## src/rtl/cook_controller.sv

```systemverilog
// cook_controller: owns one microwave cook cycle. Handles the BCD MM:SS countdown, the magnetron duty cycle,
// pause/door/cancel events and the end-of-cook beep. Optional quick-add key: define ADD_30S_EN.
module cook_controller #(
    parameter int unsigned TICKS_PER_SEC = 32'd50_000_000,
    parameter int unsigned BEEP_SECS     = 32'd3
) (
    input  logic       clk,
    input  logic       reset,
    input  logic       start,
    input  logic       pause,
    input  logic       cancel,
    input  logic       door_open,
`ifdef ADD_30S_EN
    input  logic       add30,
`endif
    input  logic [3:0] first_s,
    input  logic [3:0] second_s,
    input  logic [3:0] first_m,
    input  logic [3:0] second_m,
    input  logic [7:0] power_in,
    input  logic [7:0] temperature_in,
    output logic [3:0] rem_first_s,
    output logic [3:0] rem_second_s,
    output logic [3:0] rem_first_m,
    output logic [3:0] rem_second_m,
    output logic [7:0] temperature_target,
    output logic       magnetron_on,
    output logic       lamp_on,
    output logic       turntable_on,
    output logic       beep,
    output logic [1:0] state,
    output logic       done,
    output logic       load_err
);

    localparam int unsigned PW = (TICKS_PER_SEC > 32'd1) ? $clog2(TICKS_PER_SEC) : 32'd1;
    localparam int unsigned BW = (BEEP_SECS > 32'd1) ? $clog2(BEEP_SECS) : 32'd1;
    localparam logic [PW-1:0] PRESC_LAST = PW'(TICKS_PER_SEC - 32'd1);
    localparam logic [BW-1:0] BEEP_LAST  = BW'(BEEP_SECS - 32'd1);

    typedef enum logic [1:0] {
        ST_IDLE   = 2'b00,
        ST_COOK   = 2'b01,
        ST_PAUSED = 2'b10,
        ST_DONE   = 2'b11
    } state_e;

    function automatic logic bcd_valid(input logic [15:0] t);
        return (t[3:0] <= 4'd9) && (t[7:4] <= 4'd5) && (t[11:8] <= 4'd9) && (t[15:12] <= 4'd9);
    endfunction

    function automatic logic [15:0] bcd_dec(input logic [15:0] t);
        logic [3:0] s1, s10, m1, m10;
        {m10, m1, s10, s1} = t;
        if (s1 != 4'd0) begin
            s1 = s1 - 4'd1;
        end else begin
            s1 = 4'd9;
            if (s10 != 4'd0) begin
                s10 = s10 - 4'd1;
            end else begin
                s10 = 4'd5;
                if (m1 != 4'd0) begin
                    m1 = m1 - 4'd1;
                end else begin
                    m1  = 4'd9;
                    m10 = m10 - 4'd1;
                end
            end
        end
        return {m10, m1, s10, s1};
    endfunction

    // Adds 30 s with BCD carry; anything past 99:59 pins to 99:59.
    function automatic logic [15:0] bcd_add30(input logic [15:0] t);
        logic [3:0]  s10, m1, m10;
        logic [15:0] r;
        s10 = t[7:4] + 4'd3;
        m1  = t[11:8];
        m10 = t[15:12];
        if (s10 > 4'd5) begin
            s10 = s10 - 4'd6;
            m1  = m1 + 4'd1;
        end else begin
            m1  = t[11:8];
        end
        if (m1 > 4'd9) begin
            m1  = 4'd0;
            m10 = m10 + 4'd1;
        end else begin
            m10 = t[15:12];
        end
        if (m10 > 4'd9) begin
            r = 16'h9959;
        end else begin
            r = {m10, m1, s10, t[3:0]};
        end
        return r;
    endfunction

    function automatic logic [3:0] on_secs(input logic [7:0] p);
        logic [7:0] q;
        q = p / 8'd10;
        if ((p != 8'd0) && (q == 8'd0)) begin
            q = 8'd1;
        end else begin
            q = p / 8'd10;
        end
        return q[3:0];
    endfunction

    state_e        state_r, state_s;
    logic [15:0]   time_r, time_s;
    logic [7:0]    power_r, power_s;
    logic [7:0]    temp_r, temp_s;
    logic [PW-1:0] presc_r, presc_s;
    logic [3:0]    window_r, window_s;
    logic [BW-1:0] beep_cnt_r, beep_cnt_s;
    logic          mag_r, lamp_r, turn_r, beep_r, done_r, load_err_r;
    logic          mag_s, lamp_s, turn_s, beep_s, done_s, load_err_s;
    logic          tick_s, preset_ok_s, add30_go_s;
    logic [15:0]   preset_s;
    logic [7:0]    power_clamp_s;

    assign preset_s      = {second_m, first_m, second_s, first_s};
    assign preset_ok_s   = bcd_valid(preset_s) && (preset_s != 16'h0000);
    assign power_clamp_s = (power_in > 8'd100) ? 8'd100 : power_in;
    assign tick_s        = (presc_r == PRESC_LAST);
`ifdef ADD_30S_EN
    assign add30_go_s    = add30 && !cancel && !door_open && !pause && !start;
`else
    assign add30_go_s    = 1'b0;
`endif

    // Next-state, countdown, prescaler/window and registered-output decode.
    always_comb begin
        state_s    = state_r;
        time_s     = time_r;
        power_s    = power_r;
        temp_s     = temp_r;
        presc_s    = presc_r;
        window_s   = window_r;
        beep_cnt_s = beep_cnt_r;
        load_err_s = 1'b0;
        case (state_r)
            ST_IDLE: begin
                if (cancel || door_open || pause) begin
                    state_s = ST_IDLE;
                end else if (start) begin
                    if (preset_ok_s) begin
                        state_s  = ST_COOK;
                        time_s   = preset_s;
                        power_s  = power_clamp_s;
                        temp_s   = temperature_in;
                        presc_s  = '0;
                        window_s = 4'd0;
                    end else begin
                        load_err_s = 1'b1;
                    end
                end else if (add30_go_s) begin
                    state_s  = ST_COOK;
                    time_s   = 16'h0030;
                    power_s  = 8'd100;
                    temp_s   = 8'd100;
                    presc_s  = '0;
                    window_s = 4'd0;
                end else begin
                    state_s = ST_IDLE;
                end
            end
            ST_COOK: begin
                if (cancel) begin
                    state_s = ST_IDLE;
                end else if (door_open || pause) begin
                    state_s = ST_PAUSED;
                end else if (tick_s) begin
                    presc_s  = '0;
                    window_s = (window_r == 4'd9) ? 4'd0 : window_r + 4'd1;
                    time_s   = bcd_dec(time_r);
                    if (time_s == 16'h0000) begin
                        state_s    = ST_DONE;
                        beep_cnt_s = '0;
                    end else begin
                        time_s = add30_go_s ? bcd_add30(time_s) : time_s;
                    end
                end else begin
                    presc_s = presc_r + PW'(1);
                    time_s  = add30_go_s ? bcd_add30(time_r) : time_r;
                end
            end
            ST_PAUSED: begin
                if (cancel) begin
                    state_s = ST_IDLE;
                end else if (door_open || pause) begin
                    state_s = ST_PAUSED;
                end else if (start) begin
                    state_s = ST_COOK;
                end else begin
                    time_s = add30_go_s ? bcd_add30(time_r) : time_r;
                end
            end
            ST_DONE: begin
                if (cancel || door_open || start) begin
                    state_s = ST_IDLE;
                end else if (add30_go_s) begin
                    state_s  = ST_COOK;
                    time_s   = 16'h0030;
                    power_s  = 8'd100;
                    temp_s   = 8'd100;
                    presc_s  = '0;
                    window_s = 4'd0;
                end else if (tick_s) begin
                    presc_s = '0;
                    if (beep_cnt_r == BEEP_LAST) begin
                        state_s = ST_IDLE;
                    end else begin
                        beep_cnt_s = beep_cnt_r + BW'(1);
                    end
                end else begin
                    presc_s = presc_r + PW'(1);
                end
            end
            default: begin
                state_s = ST_IDLE;
            end
        endcase
        // Landing in IDLE (from anywhere) wipes the cook context.
        time_s     = (state_s == ST_IDLE) ? 16'h0000 : time_s;
        power_s    = (state_s == ST_IDLE) ? 8'd0 : power_s;
        temp_s     = (state_s == ST_IDLE) ? 8'd0 : temp_s;
        presc_s    = (state_s == ST_IDLE) ? '0 : presc_s;
        window_s   = (state_s == ST_IDLE) ? 4'd0 : window_s;
        beep_cnt_s = (state_s == ST_IDLE) ? '0 : beep_cnt_s;

        mag_s  = (state_s == ST_COOK) && (window_s < on_secs(power_s));
        lamp_s = (state_s == ST_COOK) || (state_s == ST_PAUSED) || door_open;
        turn_s = (state_s == ST_COOK);
        beep_s = (state_s == ST_DONE);
        done_s = (state_r == ST_COOK) && (state_s == ST_DONE);
    end

    // State and output registers.
    always_ff @(posedge clk or negedge reset) begin
        if (!reset) begin
            state_r    <= ST_IDLE;
            time_r     <= 16'h0000;
            power_r    <= 8'd0;
            temp_r     <= 8'd0;
            presc_r    <= '0;
            window_r   <= 4'd0;
            beep_cnt_r <= '0;
            mag_r      <= 1'b0;
            lamp_r     <= 1'b0;
            turn_r     <= 1'b0;
            beep_r     <= 1'b0;
            done_r     <= 1'b0;
            load_err_r <= 1'b0;
        end else begin
            state_r    <= state_s;
            time_r     <= time_s;
            power_r    <= power_s;
            temp_r     <= temp_s;
            presc_r    <= presc_s;
            window_r   <= window_s;
            beep_cnt_r <= beep_cnt_s;
            mag_r      <= mag_s;
            lamp_r     <= lamp_s;
            turn_r     <= turn_s;
            beep_r     <= beep_s;
            done_r     <= done_s;
            load_err_r <= load_err_s;
        end
    end

    assign rem_first_s        = time_r[3:0];
    assign rem_second_s       = time_r[7:4];
    assign rem_first_m        = time_r[11:8];
    assign rem_second_m       = time_r[15:12];
    assign temperature_target = temp_r;
    assign magnetron_on       = mag_r;
    assign lamp_on            = lamp_r;
    assign turntable_on       = turn_r;
    assign beep               = beep_r;
    assign state              = state_r;
    assign done               = done_r;
    assign load_err           = load_err_r;

endmodule

```

## config.mk

```make
export PLATFORM = sky130hd
export DESIGN_NAME = cook_controller
export DESIGN_NICKNAME = d
export VERILOG_FILES = /design/src/rtl/cook_controller.sv
export SDC_FILE = /design/constraint.sdc
export NUM_CORES = 1
export LEC_CHECK = 0
export ABC_AREA = 1
export CAP_MARGIN = 20
export CORE_ASPECT_RATIO = 0.7
export CORE_MARGIN = 10
export CORE_UTILIZATION = 42
export CTS_CLUSTER_DIAMETER = 50
export DETAILED_ROUTE_END_ITERATION = 7
export GPL_TIMING_DRIVEN = 0
export HOLD_SLACK_MARGIN = 0.03
export PLACE_DENSITY = 0.76
export SYNTH_ARGS = -nofsm -noshare
export SYNTH_HDL_FRONTEND = slang
export SYNTH_SLANG_ARGS = --single-unit
export TNS_END_PERCENT = 100
```

## constraint.sdc

```tcl
create_clock -name clk -period 6 [get_ports clk]
set_input_delay 0.6 -clock clk [delete_from_list [all_inputs] [get_ports clk]]
set_output_delay 0.6 -clock clk [all_outputs]
set_load 0.05 [all_outputs]
```

==> results.sh <==
export IMPL_clockBufferDepth=2
export IMPL_ys_seq_area_share_pct=38.24
export IMPL_startpoint_type="flip-flop"
export IMPL_place_ws_ns=-0.6110
export IMPL_grt_max_degree=41
export IMPL_setup_viol_count_final=0
export IMPL_grt_pass1_vias=4641
export IMPL_leakage_nw=2.723
export IMPL_ys_seq_elements=72
export IMPL_grt_total_usage_pct=16.88
export IMPL_fmax_mhz=173.6
export IMPL_synth_area_leaders="dfrtp_1 38%, nand2_1 9.9%, inv_1 6.6%, nor2_1 5.3%, ha_1 4.5%"
export IMPL_yosysUniqueCellTypes=55
export IMPL_swShare_pct=23.52
export IMPL_synth_most_common_cell="nand2_1"
export IMPL_wl_per_cell_um=15.67
export IMPL_top_level_ports=70
export IMPL_layout_drive_gt1_share_pct=16.71
export IMPL_num_rows=32
export IMPL_yosysWarnings=0
export IMPL_post_route_min_period_ns=5.762
export IMPL_cp_common_cell="nand2_1"
export IMPL_setup_ws_ns=0.2381
export IMPL_p_int_mw=0.7962
export IMPL_rsz0062_at_grt="yes"
export IMPL_critPathKind="reg2reg"
export IMPL_antenna_found_initial=0
export IMPL_port_buffers=69
export IMPL_yosysTopAreaCellShare_pct=38.24
export IMPL_core_sq_mm=0.01097
export IMPL_die_h_um=108.6
export IMPL_outcome="completed"
export IMPL_min_path_type="in2async"
export IMPL_slew_headroom_pct=62.47
export IMPL_stdcell_count=889
export IMPL_synth_cells=631
export IMPL_cts_tree="done"
export IMPL_synth_edf_count=0
export IMPL_period_share_pct=96.03
export IMPL_p_seq_share_pct=46.8
export IMPL_n_antenna_cell=0
export IMPL_initial_core_util_pct=42.95
export IMPL_vias=4879
export IMPL_area_growth_syn_to_layout_pct=31.94
export IMPL_ant_nets=0
export IMPL_yosys_top_cells_count="124 x nand2_1, 83 x inv_1, 72 x dfrtp_1"
export IMPL_overflow=0
export IMPL_clock_latency_ns=0.34
export IMPL_firstDrtPassIters=5
export IMPL_worst_slew_pin_slew_ns=0.5558
export IMPL_syn_num_nets=686
export IMPL_slowest_delay_ns=0.56
export IMPL_gp_congestion=0.9190
export IMPL_ir_drop_uv=151.2
export IMPL_clk_pin_slew_ns=0.06
export IMPL_synth_largest_area_cell="dfrtp_1"
export IMPL_cts_root_buf="clkbuf_16"
export IMPL_p_comb_share_pct=7.3
export IMPL_place_area_sq_mm=0.005612
export IMPL_htreeDepth=3
export IMPL_final_nets=788
export IMPL_fill_cells=954
export IMPL_netlist_area_sq_mm=0.004712
export IMPL_cp_max_fo=6
export IMPL_finalMaxSlewViolations=0
export IMPL_dp_cells=854
export IMPL_cap_violations=0
export IMPL_routed_wl_um=13930
export IMPL_fin_hold_ws_ns=0.2042
export IMPL_remaining_drc_errors=0
export IMPL_cts_hold_buf=0
export IMPL_crit_path_end_kind="flip-flop"
export IMPL_synthFlopType="dfrtp_1"
export IMPL_crit_arrival_ns=6.03
export IMPL_viasPerCell=5.488
export IMPL_first_iter_violations=477
export IMPL_crit_slowest_cell="or4_4"
export IMPL_p_sw_mw=0.2448
export IMPL_synthArstFlopShare_pct=100.0
export IMPL_powerDensity_mw_per_mm2=167.4
export IMPL_dp_hpwl_um=10140
export IMPL_power_frac_clock_pct=45.9
export IMPL_hold_violations=0
export IMPL_finClkSkew_ns=0.006924
export IMPL_required_ns=6.27
export IMPL_die_area_sq_mm=0.01592
export IMPL_numCtsBuffers=9
export IMPL_avgSynthCellArea_sq_um=7.468
export IMPL_final_cell_area_sq_mm=0.006217
export IMPL_clkSinkCount=72
export IMPL_grt_first_pass_wirelength_um=22360
export IMPL_die_w_um=146.6
[cells by family (layout without fill, tap and decap cells)]
group                      count (synthesis)  count (layout)  share of synthesized area [%]
xor gates and xnor gates                   6               6                          1.115
muxes                                      1               1                         0.2124
adders and majority gates                 17              17                          4.514
and+or+nand+nor                          292             292                          29.69
buffers and inverters                    112             217                          9.241
DFF                                       72              72                          38.24
AOI/OAI and AO/OA                        131             131                          16.99
[power groups by stage]
stage                     Sequential [mW]  Combinational, mW  Clock (mW)
after global placement              0.496             0.0682           0
final                               0.488             0.0755       0.478
after global routing                0.487             0.0822       0.507
after CTS                           0.487             0.0719       0.484
after floorplan                     0.500             0.0199           0
after detailed placement            0.496             0.0707           0
[layout by cell type, fill, tap and decap left out, drive strengths merged, types with 2 or more instances in the layout]
| cell type | count |
|---|---|
| clkdlybuf4s50 | 68 |
| o21a | 5 |
| nand4 | 13 |
| a21oi | 32 |
| buf | 25 |
| nor4 | 7 |
| a221oi | 2 |
| a32oi | 2 |
| o22ai | 10 |
| ha | 17 |
| nor3 | 21 |
| or2 | 2 |
| o21ai | 51 |
| clkinv | 4 |
| nor2 | 74 |
| a31oi | 6 |
| a22o | 8 |
| a22oi | 7 |
| nand2 | 134 |
| dfrtp | 72 |
| o2111ai | 2 |
| clkbuf | 17 |
| nor3b | 2 |
| xor2 | 5 |
| nand3 | 36 |
| inv | 102 |
[repair_timing]
action	4_1_cts	5_1_grt
gates resized for setup	14	32
cloned	0	0
setup buffers	6	15
setup endpoints to repair	2	7
pin swaps	5	26
[state kept, by name, summed over array words and instances, names as in the netlist, 2 cells and up]
signal / count
beep_cnt_r: 2
power_r: 8
presc_r: 26
state: 2
temperature_target: 8
time_r: 16
window_r: 4
[worst max-delay path, delay by kind of cell (launching register included)]
| family | cells | cell delay [ns] |
|---|---|---|
| AND/OR/NAND/NOR | 28 | 3.65 |
| AO/OA/AOI/OAI | 4 | 0.61 |
| adder cells (fa/ha/maj) | 3 | 0.60 |
| buffers and inverters | 5 | 0.41 |
| flip-flops | 1 | 0.41 |
[cell type report]
type / instances / area [sq um] / area share, %
plain buffers: 8 / 46.29 / 0.7446
clock buffers: 11 / 232.7 / 3.743
inverters: 104 / 392.9 / 6.319
flip-flops and latches: 72 / 1803 / 29.00
clock inverters: 3 / 21.27 / 0.3421
well taps: 153 / 191.4 / 3.079
repair buffers: 91 / 863.3 / 13.89
multi-input cells: 447 / 2666 / 42.89
[per-layer routing]
layer,share of wire [%],track usage [%],wire length [um]
met1,46,22.32,6454
met2,45,26.40,6199
met3,7.3,4.594,1019
met4,1.8,5.556,254
met5,0,0,0
[through the flow]
| step | power, mW | utilization, % | TNS, ns |
|---|---|---|---|
| global route | 1.077 | 56.67 | -0.1757 |
| global placement | 0.5646 | 50.99 | -0.2160 |
| finish | 1.041 | 56.67 | 0 |
| detailed placement | 0.5668 | 51.15 | -0.6110 |
| floorplan | 0.5196 | - | 0 |
| CTS | 1.043 | 54.44 | 0 |
[worst paths after layout]
check / startpoint / end / slack (ns) / cells past startpoint
worst min register to register: temperature_target[1]$_DFFE_PN0P_ / temperature_target[1]$_DFFE_PN0P_ / 0.50 / 1
worst max-delay path: time_r[1]$_DFFE_PN0P_ / magnetron_on$_DFF_PN0_ / 0.24 / 40
max in group asynchronous: reset / beep_cnt_r[1]$_DFFE_PN0P_ / 5.22 / 2
min in group clk: temperature_target[1]$_DFFE_PN0P_ / temperature_target[1]$_DFFE_PN0P_ / 0.50 / 1
worst min-delay path: reset / presc_r[2]$_DFFE_PN0P_ / 0.20 / 1
worst max register to register: time_r[1]$_DFFE_PN0P_ / magnetron_on$_DFF_PN0_ / 0.24 / 40
(Power assumes the default switching activity.)
